===== src/rtl/if_fetch_unit.sv =====
// Fetch-stage controller: owns the PC, selects the next PC from decode
// redirect requests (delay-slot semantics, no flush), and loads the IF/ID
// pipeline register with the instruction returned by the IM.
module if_fetch_unit #(
    parameter logic [31:0] PC_RESET = 32'h0000_3000,
    parameter logic [31:0] IM_BASE  = 32'h0000_3000,
    parameter int unsigned IM_WORDS = 4096
) (
    input  logic        clk,
    input  logic        reset,
    input  logic        stall,
    input  logic [1:0]  npc_sel,
    input  logic        br_taken,
    input  logic [25:0] D_imm26,
    input  logic [31:0] D_rs_data,
    input  logic [31:0] F_Instr,
    output logic [31:0] F_PC,
    output logic [31:0] D_Instr,
    output logic [31:0] D_PC,
    output logic [31:0] D_PC8,
    output logic        D_valid,
    output logic        fetch_err
);

    // One bit wider than the PC so the upper bound cannot overflow.
    localparam logic [32:0] IM_LIMIT = 33'(IM_BASE) + 33'(IM_WORDS) * 33'd4;

    localparam logic [1:0] SEL_SEQ = 2'd0;
    localparam logic [1:0] SEL_BR  = 2'd1;
    localparam logic [1:0] SEL_J   = 2'd2;
    localparam logic [1:0] SEL_JR  = 2'd3;

    logic [31:0] pc_plus4_c;
    logic [31:0] br_offset_c;
    logic [31:0] br_target_c;
    logic [31:0] j_target_c;
    logic [31:0] npc_c;
    logic        fetch_legal_c;

    // Candidate targets; all sums wrap modulo 2^32.
    always_comb begin
        pc_plus4_c  = F_PC + 32'd4;
        br_offset_c = {{14{D_imm26[15]}}, D_imm26[15:0], 2'b00};
        br_target_c = D_PC + 32'd4 + br_offset_c;
        j_target_c  = {D_PC[31:28], D_imm26, 2'b00};
    end

    // Next-PC selection from the decode request.
    always_comb begin
        npc_c = pc_plus4_c;
        case (npc_sel)
            SEL_SEQ: npc_c = pc_plus4_c;
            SEL_BR:  npc_c = br_taken ? br_target_c : pc_plus4_c;
            SEL_J:   npc_c = j_target_c;
            SEL_JR:  npc_c = D_rs_data;
            default: npc_c = pc_plus4_c;
        endcase
    end

    // A fetch is legal when word-aligned and inside the IM window.
    always_comb begin
        fetch_legal_c = (F_PC[1:0] == 2'b00)
                     && (F_PC >= IM_BASE)
                     && ({1'b0, F_PC} < IM_LIMIT);
    end

    // PC and IF/ID register; the word at F_PC (delay slot) is always captured.
    always_ff @(posedge clk) begin
        if (reset) begin
            F_PC      <= PC_RESET;
            D_Instr   <= 32'd0;
            D_PC      <= PC_RESET;
            D_PC8     <= PC_RESET + 32'd8;
            D_valid   <= 1'b0;
            fetch_err <= 1'b0;
        end else if (!stall) begin
            F_PC      <= npc_c;
            D_Instr   <= fetch_legal_c ? F_Instr : 32'd0;
            D_PC      <= F_PC;
            D_PC8     <= F_PC + 32'd8;
            D_valid   <= fetch_legal_c;
            fetch_err <= !fetch_legal_c;
        end
    end

endmodule


===== config.mk =====
export PLATFORM = sky130hd
export DESIGN_NAME = if_fetch_unit
export DESIGN_NICKNAME = d
export VERILOG_FILES = /design/src/rtl/if_fetch_unit.sv
export SDC_FILE = /design/constraint.sdc
export NUM_CORES = 1
export LEC_CHECK = 0
export ABC_CLOCK_PERIOD_IN_PS = 3700
export BUFFER_PORTS_ARGS = -buffer_cell sky130_fd_sc_hd__buf_2
export CORE_UTILIZATION = 54
export DETAILED_ROUTE_END_ITERATION = 8
export PLACE_DENSITY = 0.91
export SYNTH_ARGS = -nofsm -noshare
export SYNTH_HDL_FRONTEND = slang
export SYNTH_SLANG_ARGS = --single-unit

===== constraint.sdc =====
create_clock -name clk -period 3.7 [get_ports clk]
set_input_delay 0.555 -clock clk [delete_from_list [all_inputs] [get_ports clk]]
set_output_delay 0.555 -clock clk [all_outputs]
set_load 0.01 [all_outputs]

==> results of run 1 <==
cell type report:
class | instances | area share
Clock buffer | 18 | 0.04287
Clock inverter | 14 | 0.01759
Inverter | 21 | 0.007694
Multi-Input combinational cell | 855 | 0.5331
Sequential cell | 127 | 0.2482
Tap cell | 188 | 0.02296
Timing Repair Buffer | 248 | 0.1276
routing by layer:
| metal | vias up | GRT usage |
|---|---|---|
| li1 | 4235 | - |
| met1 | 4235 | 0.4351 |
| met2 | 563 | 0.5705 |
| met3 | 111 | 0.06200 |
| met4 | 0 | 0.1884 |
| met5 | - | 0 |
power by group through the flow:
stage                     registers [mW]  clock network, mW  logic, mW
after global placement              1.55                  0      0.733
after detailed placement            1.55                  0      0.749
after floorplan                     1.52                  0      0.498
after global routing                1.53               1.84      0.837
final                               1.53               1.78      0.772
after CTS                           1.52               1.78      0.756
stage by stage:
step / total power, mW / hold WS, ps / cells / util
finish: 4.078 / 359.0 / 1471 / 0.6739
floorplan: 2.020 / 505.6 / 1088 / -
global route: 4.213 / 361.4 / 1471 / 0.6739
CTS: 4.064 / 356.4 / 1471 / 0.6739
detailed placement: 2.301 / 469.9 / 1439 / 0.6332
global placement: 2.283 / 456.4 / 1439 / 0.6332
cells by family after synthesis:
logic type	count (synthesis)
simple gates	408
buf+inv	106
flops	127
compound gates	266
xor+xnor	63
fa+ha+maj	61
mux	57
worst max-delay path, cell delays in order (launching register included):
cell	delay, ps
dfxtp_1	370
inv_1	60
ha_1	180
inv_1	60
ha_1	170
inv_1	60
fa_1	370
nor2b_1	240
o2111ai_1	160
a21oi_1	280
o21ai_0	240
o31ai_1	410
o21ai_1	160
mux2_2	290
a211oi_1	230
sequential cells by signal (all words and copies together) (netlist names):
| register | flops |
|---|---|
| D_Instr | 32 |
| D_PC | 32 |
| F_PC | 32 |
| D_PC8 | 29 |
| D_valid | 1 |
| fetch_err | 1 |
cells in the final DEF, fill, tap and decap left out, drive strengths merged, types with 8 or more instances in the layout:
master and instances:
a221oi 17, nor2 193, nand4 16, nand2b 10
mux2i 43, clkbuf 18, nor3 23, nor4 13
ha 60, nor2b 15, nand3 25, xnor2 40
a21o 13, mux2 14, a22oi 36, a21oi 85
a211oi 8, o21ai 52, nand2 87, buf 248
inv 26, dfxtp 127, xor2 23
path summary, 6_finish.rpt:
kind	slack (ps)	to	startpoint
worst max-delay path	310	F_PC[27]$_SDFFE_PP0N_	D_PC[2]$_SDFFE_PP0N_
worst min-delay path	360	D_Instr[25]$_SDFFE_PP0N_	F_Instr[25]
worst max register to register	310	F_PC[27]$_SDFFE_PP0N_	D_PC[2]$_SDFFE_PP0N_
worst min register to register	480	D_PC8[13]$_SDFFE_PP1N_	D_PC8[13]$_SDFFE_PP1N_
synthesized netlist by cell type (4+ instances only):
library cell / number
nor3_1: 23
a211oi_1: 8
buf_1: 15
o21ai_0: 49
nor2_1: 193
inv_1: 21
ha_1: 60
nor2b_1: 14
xor2_1: 23
nand2_1: 87
nand4_1: 16
a31oi_1: 6
a211o_1: 4
nor4_1: 13
o22ai_1: 5
a21oi_1: 85
o21a_1: 6
a221oi_1: 17
mux2_2: 14
mux2i_1: 43
clkbuf_1: 66
nand3_1: 25
dfxtp_1: 127
o211ai_1: 5
a21o_1: 12
and3_1: 4
nand2b_1: 10
or4_1: 4
xnor2_1: 40
or2_2: 6
a22oi_1: 36
==> impl_metrics.json, run 1 <==
{
  "run_status": "completed",
  "synth.cell_area_um2": 8416,
  "post-route-period-util": 0.9157,
  "synth_cell_types": 59,
  "yosys_warnings": 0,
  "portBuffers": 225,
  "clockPowerShare": 0.436,
  "yosys-top-cells-area": "dfxtp_1 30%, ha_1 8.9%, nor2_1 8.6%",
  "hold_class": "input pin to flip-flop",
  "synth_area_per_cell_um2": 7.735,
  "setup_ws_ps": 312.0,
  "max_slew_margin": 0.4958,
  "p_int_mw": 2.830,
  "cp.arrival_ps": 3720,
  "clock-root-buffer": "clkbuf_16",
  "cp.required_ps": 4040,
  "grt_pass1_wl_um": 43950,
  "worstPathMaxFanout": 4,
  "gp_congestion": 0.9331,
  "switching_share": 0.3062,
  "dp_slack_ps": 150.9,
  "fp.coreArea_um2": 15200,
  "setup_viol": 0,
  "synth_top_area_share": 0.3021,
  "cts_hold_buf": 0,
  "netlist_instances": 1088,
  "p_leak_nw": 4.712,
  "drt_wl_total_um": 28260,
  "wire_per_inst_um": 19.21,
  "drc": 0,
  "ys_seq_elements": 127,
  "initial_utilization": 0.5536,
  "yosysSeqAreaShare": 0.3021,
  "cts_tree": "yes",
  "fin_area_um2": 10240,
  "numCtsBuffers": 17,
  "track_usage": 0.3481,
  "period_minus_slack_ps": 3388,
  "clock_latency_ps": 430,
  "synthArstFlopShare": 0,
  "startpoint_type": "flip-flop",
  "slew_violations": 0,
  "grt_max_degree": 82,
  "final-seq-area_um2": 2542,
  "synthMuxAreaShare": 0.06988,
  "cts_buffer_depth": 2,
  "rows": 45,
  "rsz0062_at_grt": "false",
  "setup.worst_path.end_class": "flip-flop",
  "clock_sinks": 127,
  "antenna_cells": 0,
  "met2_length_um": 13150,
  "die_w_um": 126.8,
  "wl_met3_um": 2440,
  "postPlaceCellArea_um2": 9625,
  "multi_input_area_um2": 5461,
  "synth-compound-area-share": 0.2053,
  "postCtsSetupBuffers": 0,
  "die_y_um": 126.8,
  "ir_drop_uv": 347.3,
  "hpwl_um": 20880,
  "ys.flop_type": "dfxtp_1",
  "synth-xor-area-share": 0.06557,
  "die_area_um2": 16090,
  "path_class": "flip-flop to flip-flop",
  "nNetsFinal": 1427,
  "reg2reg_depth": 14,
  "seq_power_share": 0.375,
  "synthSimpleGateAreaFrac": 0.2160,
  "highest_layer": "met4",
  "synth_top_family_by_area": "simple AND/OR/NAND/NOR gates",
  "met1_length_um": 11320,
  "grt_antenna_before_repair": 0,
  "dr.pass1.iters": 6,
  "cts.repair.resized": 0,
  "max_clock_freq_mhz": 295.2,
  "clk_pin_slew_ps": 70,
  "powerDensity_nw_per_um2": 398.1,
  "fillers": 1274,
  "syn_to_final_growth_pct": 21.74,
  "min_path_cells": 3,
  "power_switching_mw": 1.249,
  "final_hold_viol_count": 0,
  "drive_gt1_frac": 0.2416,
  "htreeDepth": 4,
  "max_cap_violations": 0,
  "drt-initial-drc-count": 970,
  "synth_edf_count": 0,
  "tightestPinTransition_ps": 749.4,
  "overflow": 0,
  "finalClockSkew_ps": 9.961,
  "grt_pass1_vias": 8609,
  "ant_nets": 0,
  "num_io_pins": 226,
  "synth_fa_ha_area_frac": 0.09158,
  "syn_nets": 1245,
  "dr_total_vias": 9144,
  "yosys.area.top_type": "dfxtp_1",
  "setup-tns-final_ps": 0,
  "p_comb_frac": 0.189,
  "via_per_inst": 6.216
}
No activity file was read; power rests on OpenSTA's default activity.
==> run 2, diff against run 1 <==
Settings changed: ABC_CLOCK_PERIOD_IN_PS 3700 to 3460.
Clock period 3.7 ns to 3.46 ns, I/O delays scaled along.
==> run 2 against run 1 <==
Compared with the run above:
- register-to-register slack lost 40 ps
- global-route usage down 0.64 points
- final area increased by 0.76%
- die area is the same
- final cell count up 0.61%
- fmax up 6.2%
- via count decreased by 1.0%
- non-clock buffer count is 10 higher
- critical path type unchanged
- largest power group unchanged
- highest routed layer unchanged
==> impl_metrics.json, run 2 (synthesis gave the netlist of run 1 again) <==
{
  "hp-start": "F_Instr[3]",
  "finalClockSkew_ps": 8.239,
  "top_regs": "D_Instr (32), D_PC (32), F_PC (32)",
  "drive_gt1_frac": 0.2485,
  "multi_input_area_um2": 5470,
  "critical_path.startpoint": "D_PC[3]$_SDFFE_PP0N_",
  "wire_per_inst_um": 18.53,
  "rows": 45,
  "final_hold_viol_count": 0,
  "busiest_layer": "met2",
  "cp.required_ps": 3780,
  "grt_pass1_vias": 8251,
  "nNetsFinal": 1437,
  "hpwl_um": 20120,
  "max_slew_margin": 0.4622,
  "grtUsageMet1": 0.4383,
  "clock_latency_ps": 430,
  "htreeDepth": 4,
  "p_leak_nw": 4.753,
  "die_y_um": 126.8,
  "cp_cell_sequence": "ha_1 -> ha_1 -> inv_1 -> fa_1 -> nor2b_1 -> o2111ai_1 -> a21oi_2 -> buf_4 -> a2111oi_4 -> o221ai_2 -> nor2b_4 -> or4_1 -> a22o_1",
  "die_area_um2": 16090,
  "cts_buffer_depth": 2,
  "powerDensity_nw_per_um2": 420.4,
  "fin_util": 0.6790,
  "numCtsBuffers": 17,
  "slew_violations": 0,
  "die_w_um": 126.8,
  "drt_wl_total_um": 27420,
  "cts_hold_buf": 0,
  "drt-initial-drc-count": 912,
  "grt_pass1_wl_um": 43200,
  "crit_family": "compound AO/OA/AOI/OAI gates",
  "slowest_stage": "or4_1",
  "num_io_pins": 226,
  "period_minus_slack_ps": 3190,
  "use_met3": 0.06537,
  "whs_ps": 321.9,
  "slowest_delay_ps": 490,
  "setup.worst_path.end_class": "flip-flop",
  "clk_pin_slew_ps": 60,
  "syn_to_final_growth_pct": 22.66,
  "ant_nets": 0,
  "track_usage": 0.3417,
  "setup-tns-final_ps": 0,
  "startpoint_type": "flip-flop",
  "portBuffers": 225,
  "final-seq-area_um2": 2542,
  "drc": 0,
  "post-route-period-util": 0.9221,
  "path_buf_inv": 2,
  "final_common_cell": "buf_2",
  "gp_congestion": 0.9510,
  "crit_top_cell": "ha_1",
  "grt_max_degree": 73,
  "worstPathMaxFanout": 3,
  "dr_total_vias": 9050,
  "grt_antenna_before_repair": 0,
  "tightestPinTransition_ps": 799.4,
  "clock-root-buffer": "clkbuf_16",
  "ir_drop_uv": 358.8,
  "overflow": 0,
  "cts_tree": "yes",
  "max_cap_violations": 0,
  "setup_viol": 0,
  "fp.coreArea_um2": 15200,
  "r2r_start": "D_PC[3]$_SDFFE_PP0N_",
  "rsz0062_at_grt": "false",
  "via_per_inst": 6.115,
  "run_status": "completed",
  "mostFrequentLayoutCells": "223 x buf_2, 193 x nor2_1, 127 x dfxtp_1, 87 x nand2_1, 84 x a21oi_1",
  "clock_sinks": 127,
  "fillers": 1260,
  "dr.pass1.iters": 7,
  "antenna_cells": 0,
  "power_mw": 4.339,
  "cp.arrival_ps": 3510,
  "max_clock_freq_mhz": 313.4,
  "path_class": "flip-flop to flip-flop",
  "initial_utilization": 0.5536,
  "hold_class": "input pin to flip-flop",
  "grtUsageMet2": 0.5582
}
[run 2: final cells by class]
| cell class | count | area share |
|---|---|---|
| inverter | 21 | 0.007636 |
| clock inverter | 12 | 0.01552 |
| multi-input combinational | 855 | 0.5299 |
| sequential | 127 | 0.2463 |
| timing repair buffer | 258 | 0.1339 |
| tap | 188 | 0.02279 |
| clock buffer | 19 | 0.04388 |
[run 2: tightest hold or removal path: cells and delay by family]
kind / cells / cell delay [ps]
buffers and inverters: 1 / 80
and+or+nand+nor: 1 / 70
AOI/OAI and AO/OA: 1 / 50
[run 2: stage by stage]
stage	setup WS, ps	area, um2	cells
after floorplan	140.3	8416	1088
after global placement	17.49	9701	1449
after detailed placement	-2.461	9701	1449
after CTS	308.6	10310	1480
after global routing	62.41	10320	1480
final	269.5	10320	1480
[run 2: per-layer routing]
metal,part of all wire,vias to the layer above
met4,0.039,0
li1,-,4253
met3,0.095,87
met5,0,-
met1,0.40,4170
met2,0.46,540
[run 2: path summary, 6_finish.rpt]
path,end,slack [ps],cells past startpoint
worst max-delay path,F_PC[29]$_SDFFE_PP0N_,270,13
worst min-delay path,D_Instr[3]$_SDFFE_PP0N_,320,3
worst max register to register,F_PC[29]$_SDFFE_PP0N_,270,13
worst min register to register,D_PC8[23]$_SDFFE_PP0N_,490,2
[run 2: report_power, final]
part	switching [mW]	internal, mW	total (mW)
Combinational	0.485	0.347	0.831
Clock	0.707	1.17	1.88
Sequential	0.105	1.52	1.63
[run 2: timing repair]
| action | in CTS | in global routing |
|---|---|---|
| setup endpoints to repair | 0 | 2 |
| gates resized for setup | 0 | 2 |
| buffers inserted | 0 | 0 |
==> run 3, diff against run 2 <==
Settings changed: CTS_CLUSTER_SIZE from default to 10, MAX_ROUTING_LAYER from default to met4.
==> run 3 against run 2 <==
Compared with the run above:
- final area up 0.11%
- combinational power is 0.8% higher
- clock power barely moved
- hold slack improved by 3.3 ps
- largest cell class unchanged
- non-clock buffer count rose by 1
- sequential share of layout area is essentially flat
- sequential power about the same
==> impl_metrics.json, run 3 (synthesis gave the netlist of run 1 again) <==
{
  "run_status": "completed",
  "path_class": "flip-flop to flip-flop",
  "max_clock_freq_mhz": 318.2,
  "die_area_um2": 16090,
  "dp_slack_ps": -29.80,
  "dr_total_vias": 9096,
  "clk_pin_slew_ps": 60,
  "final_common_cell": "buf_2",
  "ir_drop_uv": 298.8,
  "min_path_cells": 3,
  "clock-root-buffer": "clkbuf_16",
  "power_switching_mw": 1.294,
  "setup_viol": 0,
  "setup_ws_ps": 317.6,
  "htreeDepth": 4,
  "dr.pass1.iters": 6,
  "rows": 45,
  "initial_utilization": 0.5536,
  "p_comb_frac": 0.192,
  "powerDensity_nw_per_um2": 422.4,
  "fillers": 1270,
  "max_cap_violations": 0,
  "top_regs": "D_Instr (32), D_PC (32), F_PC (32)",
  "fin_area_um2": 10330,
  "syn_to_final_growth_pct": 22.79,
  "ant_nets": 0,
  "portBuffers": 225,
  "track_usage": 0.3539,
  "whs_ps": 325.1,
  "die_w_um": 126.8,
  "num_io_pins": 226,
  "post-route-period-util": 0.9082,
  "overflow": 0,
  "p_int_mw": 3.071,
  "hold_class": "input pin to flip-flop",
  "via_per_inst": 6.138,
  "grt_antenna_before_repair": 0,
  "clock_latency_ps": 430,
  "hpwl_um": 20570,
  "numCtsBuffers": 17,
  "die_y_um": 126.8,
  "switching_share": 0.2964,
  "drc": 0,
  "final_hold_viol_count": 0,
  "cts_buffer_depth": 2,
  "cts_tree": "yes",
  "p_leak_nw": 4.773,
  "clock_sinks": 127,
  "fin_cells": 1482,
  "tightestPinTransition_ps": 924.0,
  "drt_wl_total_um": 27830,
  "gp_congestion": 0.9682,
  "postCtsSetupBuffers": 0,
  "mostFrequentLayoutCells": "223 x buf_2, 193 x nor2_1, 127 x dfxtp_1, 87 x nand2_1, 85 x a21oi_1",
  "slew_violations": 0,
  "seq_power_share": 0.373,
  "clockPowerShare": 0.435,
  "reg2reg_depth": 13,
  "antenna_cells": 0,
  "drt-initial-drc-count": 957,
  "cp.required_ps": 3780,
  "setup.worst_path.end_class": "flip-flop",
  "wire_per_inst_um": 18.78,
  "cp.arrival_ps": 3470,
  "finalClockSkew_ps": 8.400,
  "grt_pass1_vias": 8285,
  "place_inst": 1450,
  "startpoint_type": "flip-flop",
  "drive_gt1_frac": 0.2473,
  "postPlaceCellArea_um2": 9708,
  "worstPathMaxFanout": 3,
  "cts.repair.resized": 0,
  "fp.coreArea_um2": 15200,
  "grt_max_degree": 90,
  "grt_pass1_wl_um": 43380,
  "max_slew_margin": 0.3840,
  "rsz0062_at_grt": "false",
  "cts_hold_buf": 0,
  "period_minus_slack_ps": 3142,
  "nNetsFinal": 1438
}
[run 3: routing by layer]
| metal | global-route usage | wire length (um) | share of wire |
|---|---|---|---|
| met5 | - | 0 | 0 |
| met4 | 0.1541 | 1127 | 0.040 |
| met3 | 0.06790 | 2422 | 0.087 |
| met2 | 0.5530 | 12830 | 0.46 |
| met1 | 0.4452 | 11450 | 0.41 |
[run 3: path summary, 6_finish.rpt]
kind / from / end / slack (ps)
worst min-delay path: F_Instr[25] / D_Instr[25]$_SDFFE_PP0N_ / 330
worst max-delay path: D_PC[3]$_SDFFE_PP0N_ / F_PC[29]$_SDFFE_PP0N_ / 320
worst max register to register: D_PC[3]$_SDFFE_PP0N_ / F_PC[29]$_SDFFE_PP0N_ / 320
worst min register to register: D_PC8[22]$_SDFFE_PP0N_ / D_PC8[22]$_SDFFE_PP0N_ / 490
[run 3: metrics by stage]
stage	utilization	setup TNS (ps)	total power, mW
after floorplan	-	0	2.160
after global routing	0.6798	0	4.520
after global placement	0.6386	0	2.452
after detailed placement	0.6386	-29.80	2.469
final	0.6798	0	4.365
after CTS	0.6798	0	4.355
[run 3: layout make-up]
class / count / area (um2) / share of cell area
multi-input cells: 855 / 5461 / 0.5285
flip-flops and latches: 127 / 2542 / 0.2460
repair buffers: 259 / 1390 / 0.1345
clock buffers: 21 / 470.5 / 0.04553
well taps: 188 / 235.2 / 0.02276
clock inverters: 11 / 155.1 / 0.01501
inverters: 21 / 78.83 / 0.007628
[run 3: power by group through the flow]
stage          registers [mW]  clock network, mW  logic (mW)
2_1_floorplan            1.63                  0       0.532
3_3_place_gp             1.65                  0       0.799
3_5_place_dp             1.66                  0       0.812
4_1_cts                  1.63               1.91       0.822
5_1_grt                  1.63               1.97       0.911
6_report                 1.63               1.90       0.838
[run 3: critical path: stages, from the launching register on]
cell and delay, ps:
dfxtp_1 380, ha_1 250, ha_1 210, inv_1 70
fa_1 170, nor2b_1 60, o2111ai_1 220, a21oi_1 140
buf_4 170, a2111oi_4 380, o221ai_2 170, nor2b_4 150
or4_1 500, a22o_1 180
